`src/rtl/mfp_bot_pkg.sv`:
```
// Shared definitions for the Rojobot update handshake: FSM encoding and
// default build constants.
package mfp_bot_pkg;

  typedef enum logic [1:0] {
    IDLE    = 2'd0,
    PENDING = 2'd1,
    ACKED   = 2'd2
  } bot_state_e;

  localparam int unsigned SYNC_STAGES_DEF    = 2;
  localparam int unsigned TIMEOUT_CYCLES_DEF = 1000000;
  localparam int unsigned MISS_W_DEF         = 8;

endpackage

```
`src/rtl/mfp_sync_edge.sv`:
```
// Multi-flop synchronizer with rising-edge detector; reusable for any slow
// asynchronous level input such as the Rojobot strobe or push-buttons.
module mfp_sync_edge #(
  parameter int unsigned STAGES = 2
) (
  input  logic clk_i,
  input  logic rst_i,
  input  logic d_i,
  output logic evt_o
);

  logic [STAGES-1:0] sync_q;
  logic              sync_d_q;
  logic [STAGES:0]   prime_q;

  // prime_q masks the edge detector until the chain and its delay flop hold
  // real samples, so an input already high at reset release is not an edge.
  always_ff @(posedge clk_i or posedge rst_i) begin
    if (rst_i) begin
      sync_q   <= '0;
      sync_d_q <= 1'b0;
      prime_q  <= '0;
    end else begin
      sync_q   <= {sync_q[STAGES-2:0], d_i};
      sync_d_q <= sync_q[STAGES-1];
      prime_q  <= {prime_q[STAGES-1:0], 1'b1};
    end
  end

  assign evt_o = sync_q[STAGES-1] & ~sync_d_q & prime_q[STAGES];

endmodule

```
`src/rtl/mfp_bot_handshake.sv`:
```
// Rojobot-to-CPU update handshake: sticky update flag with info snapshot,
// one-deep newest-wins queue, overrun counting and acknowledge timeout.
module mfp_bot_handshake
  import mfp_bot_pkg::*;
#(
  parameter int unsigned SYNC_STAGES    = SYNC_STAGES_DEF,
  parameter int unsigned TIMEOUT_CYCLES = TIMEOUT_CYCLES_DEF,
  parameter int unsigned MISS_W         = MISS_W_DEF
) (
  input  logic              HCLK,
  input  logic              SI_Reset,
  input  logic              bot_upd_raw,
  input  logic [31:0]       bot_info_raw,
  input  logic              IO_INT_ACK,
  input  logic              clr_stats,
  output logic              IO_BotUpdt_Sync,
  output logic [31:0]       IO_BotInfo,
  output logic              upd_irq,
  output logic [MISS_W-1:0] miss_cnt,
  output logic              overrun,
  output logic              ack_timeout
);

  localparam int unsigned     TMR_W   = $clog2(TIMEOUT_CYCLES + 1);
  localparam logic [TMR_W-1:0] TMR_MAX = TMR_W'(TIMEOUT_CYCLES);
  localparam logic [TMR_W-1:0] TMR_HIT = TMR_W'(TIMEOUT_CYCLES - 1);

  bot_state_e        state_q, state_d;
  logic              upd_evt;
  logic              present, miss_evt, timeout_evt;
  logic              q_vld_q, q_vld_d;
  logic [31:0]       q_info_q, q_info_d;
  logic [31:0]       info_q, info_d;
  logic              irq_q, irq_d;
  logic [TMR_W-1:0]  timer_q, timer_d;
  logic [MISS_W-1:0] miss_q, miss_d;
  logic              overrun_q, overrun_d;
  logic              ato_q, ato_d;

  mfp_sync_edge #(
    .STAGES (SYNC_STAGES)
  ) u_sync_edge (
    .clk_i (HCLK),
    .rst_i (SI_Reset),
    .d_i   (bot_upd_raw),
    .evt_o (upd_evt)
  );

  always_ff @(posedge HCLK or posedge SI_Reset) begin
    if (SI_Reset) begin
      state_q   <= IDLE;
      q_vld_q   <= 1'b0;
      info_q    <= '0;
      irq_q     <= 1'b0;
      timer_q   <= '0;
      miss_q    <= '0;
      overrun_q <= 1'b0;
      ato_q     <= 1'b0;
    end else begin
      state_q   <= state_d;
      q_vld_q   <= q_vld_d;
      info_q    <= info_d;
      irq_q     <= irq_d;
      timer_q   <= timer_d;
      miss_q    <= miss_d;
      overrun_q <= overrun_d;
      ato_q     <= ato_d;
    end
  end

  // Queue payload is only meaningful while q_vld_q is set.
  always_ff @(posedge HCLK) begin
    q_info_q <= q_info_d;
  end

  always_comb begin
    state_d = state_q;
    unique case (state_q)
      IDLE:    if (upd_evt || q_vld_q) state_d = PENDING;
      PENDING: if (IO_INT_ACK)         state_d = ACKED;
      ACKED:   if (!IO_INT_ACK)        state_d = IDLE;
      default:                         state_d = IDLE;
    endcase
  end

  always_comb begin
    present     = (state_q == IDLE) && (upd_evt || q_vld_q);
    miss_evt    = upd_evt && (state_q != IDLE) && q_vld_q;
    timeout_evt = (state_q == PENDING) && (timer_q == TMR_HIT);

    q_vld_d  = q_vld_q;
    q_info_d = q_info_q;
    info_d   = info_q;
    irq_d    = present;

    // An older queued update is presented first; a simultaneous new event
    // takes its place in the queue.
    if (present) begin
      info_d  = q_vld_q ? q_info_q : bot_info_raw;
      q_vld_d = upd_evt && q_vld_q;
      if (upd_evt && q_vld_q) q_info_d = bot_info_raw;
    end else if (upd_evt && (state_q != IDLE)) begin
      q_vld_d  = 1'b1;
      q_info_d = bot_info_raw;
    end

    if ((state_q == PENDING) && (state_d == PENDING))
      timer_d = (timer_q == TMR_MAX) ? timer_q : timer_q + 1'b1;
    else
      timer_d = '0;

    if (miss_evt)
      miss_d = clr_stats ? MISS_W'(1) : ((miss_q == '1) ? miss_q : miss_q + 1'b1);
    else
      miss_d = clr_stats ? '0 : miss_q;

    overrun_d = miss_evt || (overrun_q && !clr_stats);
    ato_d     = timeout_evt || (ato_q && !clr_stats);
  end

  assign IO_BotUpdt_Sync = (state_q == PENDING);
  assign IO_BotInfo      = info_q;
  assign upd_irq         = irq_q;
  assign miss_cnt        = miss_q;
  assign overrun         = overrun_q;
  assign ack_timeout     = ato_q;

endmodule

```
`config.mk`:
```
export PLATFORM = sky130hd
export DESIGN_NAME = mfp_bot_handshake
export DESIGN_NICKNAME = d
export VERILOG_FILES = /design/src/rtl/mfp_bot_pkg.sv /design/src/rtl/mfp_sync_edge.sv /design/src/rtl/mfp_bot_handshake.sv
export SDC_FILE = /design/constraint.sdc
export NUM_CORES = 1
export LEC_CHECK = 0
export ABC_AREA = 1
export ABC_CLOCK_PERIOD_IN_PS = 2500
export CAP_MARGIN = 40
export CORE_MARGIN = 2
export CORE_UTILIZATION = 30
export CTS_CLUSTER_SIZE = 28
export DETAILED_ROUTE_END_ITERATION = 10
export DONT_BUFFER_PORTS = 1
export HOLD_SLACK_MARGIN = 0.08
export SLEW_MARGIN = 30
export SYNTH_ARGS = -nofsm -noshare
export SYNTH_HDL_FRONTEND = slang
export SYNTH_SLANG_ARGS = --single-unit
```
`constraint.sdc`:
```
create_clock -name HCLK -period 2.5 [get_ports HCLK]
set_clock_uncertainty 0.05 [all_clocks]
set_input_delay 0.25 -clock HCLK [delete_from_list [all_inputs] [get_ports HCLK]]
set_output_delay 0.25 -clock HCLK [all_outputs]
set_load 0.005 [all_outputs]
```
==> out/results.ini <==
[run_status]
status = finished clean

[floorplan]
fp.dieW_um = 126.4
die_area_mm2 = 0.01597
fp-row-count = 44
fp.coreArea_mm2 = 0.01459
initial_core_util_pct = 30.79
die_height_um = 126.4
io_pins = 81

[timing]
slew_headroom_pct = 59.65
fin_crit_sh_pct = 64.08
timing.fmax_mhz = 624.2
rsz0062_at_grt = no
setup_viol = 0
hold_viol = 0
finalMaxSlewViolations = 0
finalSetupTns_ns = 0
tightest_slew_ns = 0.6052
period_minus_slack_ns = 1.602

[routing]
wl_per_cell_um = 13.27
route.detailed.drc = 0
route.antenna.remaining_nets = 0
drtIter0Drc = 243
via_per_inst = 4.645
drt-total-wl_mm = 9.423
vias = 3298
drtPass1Iterations = 5

[cells_and_area]
num-nets-final = 561
antennaDiodeCount = 0
area_growth_syn_to_layout_pct = 19.05
fillers = 1428
finalInstanceArea_mm2 = 0.005348
layout-drive-gt1-share_pct = 6.084
final_cells = 710

[power]
powerDensity_mw_per_mm2 = 844.7
power_mw = 4.517
p_leak_nw = 2.131
irDropWorstVdd_mv = 0.5075

[setup_path]
crit_cells = 7
critical-path-top-delay-family = buffers and inverters
critical_path.max_fanout = 65
cp_slowest_cell = buf_4
worstSetupPathType = reg -> reg
r2r_end = IO_BotInfo[15]
end_kind = flip-flop
r2r-start = u_sync_edge.sync_q[1]
r2r_slack_ns = 0.90
worstPathCellList = nand2_1, nor2_4, nor2_4, nor2_4, buf_4, nor2_1, a31oi_1
path_buf_inv = 1
worst_setup_path_start_kind = flip-flop
cp.required_ns = 2.72
rr_worst_depth = 7
crit_path_frequent_cell = nor2_4
slowest_delay_ns = 0.49
crit_arrival_ns = 1.82

[clock_network]
clk_latency_ns = 0.35
cts_buffers = 9
clkSinkCount = 104
clk_pin_slew_ns = 0.07
cts_root_buffer = clkbuf_16
htreeDepth = 3
cts_tree = done
clockBufferDepth = 2
cts_resized = 0

[global_route]
grt-ovfl-total = 0
antenna_found_initial = 0
grt_max_degree = 66
grt_pass1_vias = 3398
grtUsageTotal_pct = 12.65
grt_pass1_wl_mm = 16.37

[place]
hpwl_mm = 6.485
port_buffers = 0
dpl.cell_count = 658
gp_congestion = 0.8375
place_area_mm2 = 0.004682

[synthesis]
syn_nets = 524
synthArstFlopShare_pct = 69.23
synth_flop_cell = dfrtp_1
synth_cells = 484
avgSynthCellArea_um2 = 9.281
ys_types = 29
synth_edf_count = 32
yosysSeqAreaShare_pct = 61.50
ys_seq_elements = 104
yosys_warnings = 0
netlist_area_mm2 = 0.004492

[min_path]
whs_path_depth = 3
holdPathEnd = ack_timeout
hp-class = in -> reg
min_from = clr_stats

[job]
cap_violations = 0

## worst min-delay path: stages
cell and delay, ns:
clkinv_1 0.14, nand2_1 0.07, nand2_1 0.05
## routing by layer
layer	track usage, %	wire [um]	vias up
met5	0	0	-
met4	4.137	139	0
met3	5.103	653	10
met2	21.23	4527	81
met1	14.79	4103	1558
li1	-	-	1649
## repair_timing
item | 4_1_cts | 5_1_grt
hold endpoints to repair | 102 | 0
buffers inserted | 0 | 0
hold buffers | 36 | 0
## through the flow
step / util, % / hold WS, ns / setup WS [ns]
2_1_floorplan: - / 0.2314 / 0.3751
3_3_place_gp: 32.09 / 0.1651 / 0.9516
3_5_place_dp: 32.09 / 0.1732 / 0.8946
4_1_cts: 36.66 / 0.1457 / 0.8906
5_1_grt: 36.66 / 0.1849 / 0.6920
6_report: 36.66 / 0.1571 / 0.8980
## logic make-up after synthesis
family          after synthesis  share of synthesized area [%]
fa+ha+maj                     3                         0.8357
flops                       104                          61.50
xor+xnor                      5                         0.9749
other cells                   1                        0.08349
buf+inv                      55                          5.348
compound gates               61                          7.800
simple gates                255                          23.45
## registers in the layout, indices dropped and copies added (netlist names)
| name | count |
|---|---|
| IO_BotInfo | 32 |
| ack_timeout | 1 |
| miss_cnt | 8 |
| overrun | 1 |
| q_info_q | 32 |
| q_vld_q | 1 |
| state_q | 2 |
| timer_q | 20 |
| u_sync_edge.prime_q | 3 |
| u_sync_edge.sync_d_q | 1 |
| u_sync_edge.sync_q | 2 |
| upd_irq | 1 |
## synthesized netlist by cell type, types with 2 or more instances
library cell    n  area, um^2
ha_1            3       37.54
a21oi_1         8       40.04
nand2_1       142       533.0
buf_6           3       33.78
nor2_4          5       56.30
edfxtp_1       32       960.9
nor2_1         78       292.8
inv_1          38       142.6
clkbuf_1        3       11.26
xor2_1          4       35.03
nor3_1          2       10.01
o21ai_0        18       90.09
nand4_1         7       43.79
dfrtp_1        72        1802
nand3_1        15       75.07
nand2_2         2       12.51
buf_2           9       45.04
a31oi_1        32       200.2
## worst max-delay path by stage
stage | end | start | slack (ns)
global placement | timer_q[0] | timer_q[0] | 0.95
CTS | IO_BotInfo[9] | u_sync_edge.sync_q[1] | 0.89
detailed placement | IO_BotInfo[3] | u_sync_edge.sync_q[1] | 0.89
floorplan | IO_BotInfo[0] | SI_Reset | 0.38
finish | IO_BotInfo[15] | u_sync_edge.sync_q[1] | 0.90
global route | IO_BotInfo[15] | u_sync_edge.sync_q[1] | 0.69
## power by group
group          internal [mW]  switching (mW)
sequential              2.07           0.248
combinational          0.276           0.477
clock                  0.813           0.630
## final cells by class
class / count / area [um^2] / share of cell area, %
well taps: 184 / 230.2 / 4.305
clock inverters: 5 / 62.56 / 1.170
clock buffers: 11 / 242.7 / 4.539
repair buffers: 41 / 410.4 / 7.674
flip-flops and latches: 104 / 2763 / 51.66
inverters: 40 / 150.1 / 2.808
multi-input cells: 325 / 1489 / 27.84
## cell usage in the layout (no fill, tap or decap), drive strengths merged
master | Yosys | layout
nand3 | 16 | 16
clkinv | 1 | 2
bufinv | 0 | 1
a21oi | 8 | 8
nand4 | 7 | 7
buf | 12 | 5
dlygate4sd3 | 0 | 36
dfrtp | 72 | 72
o21bai | 1 | 1
inv | 39 | 41
edfxtp | 32 | 32
xor2 | 4 | 4
nor3b | 1 | 1
clkbuf | 3 | 11
xnor2 | 1 | 1
nand2 | 144 | 144
conb | 1 | 1
a31oi | 32 | 32
ha | 3 | 3
nor3 | 2 | 2
nor2 | 84 | 84
o211ai | 1 | 1
clkinvlp | 0 | 1
or2 | 1 | 1
o21ai | 19 | 19
Note: power is estimated with default switching activity, not from simulation.
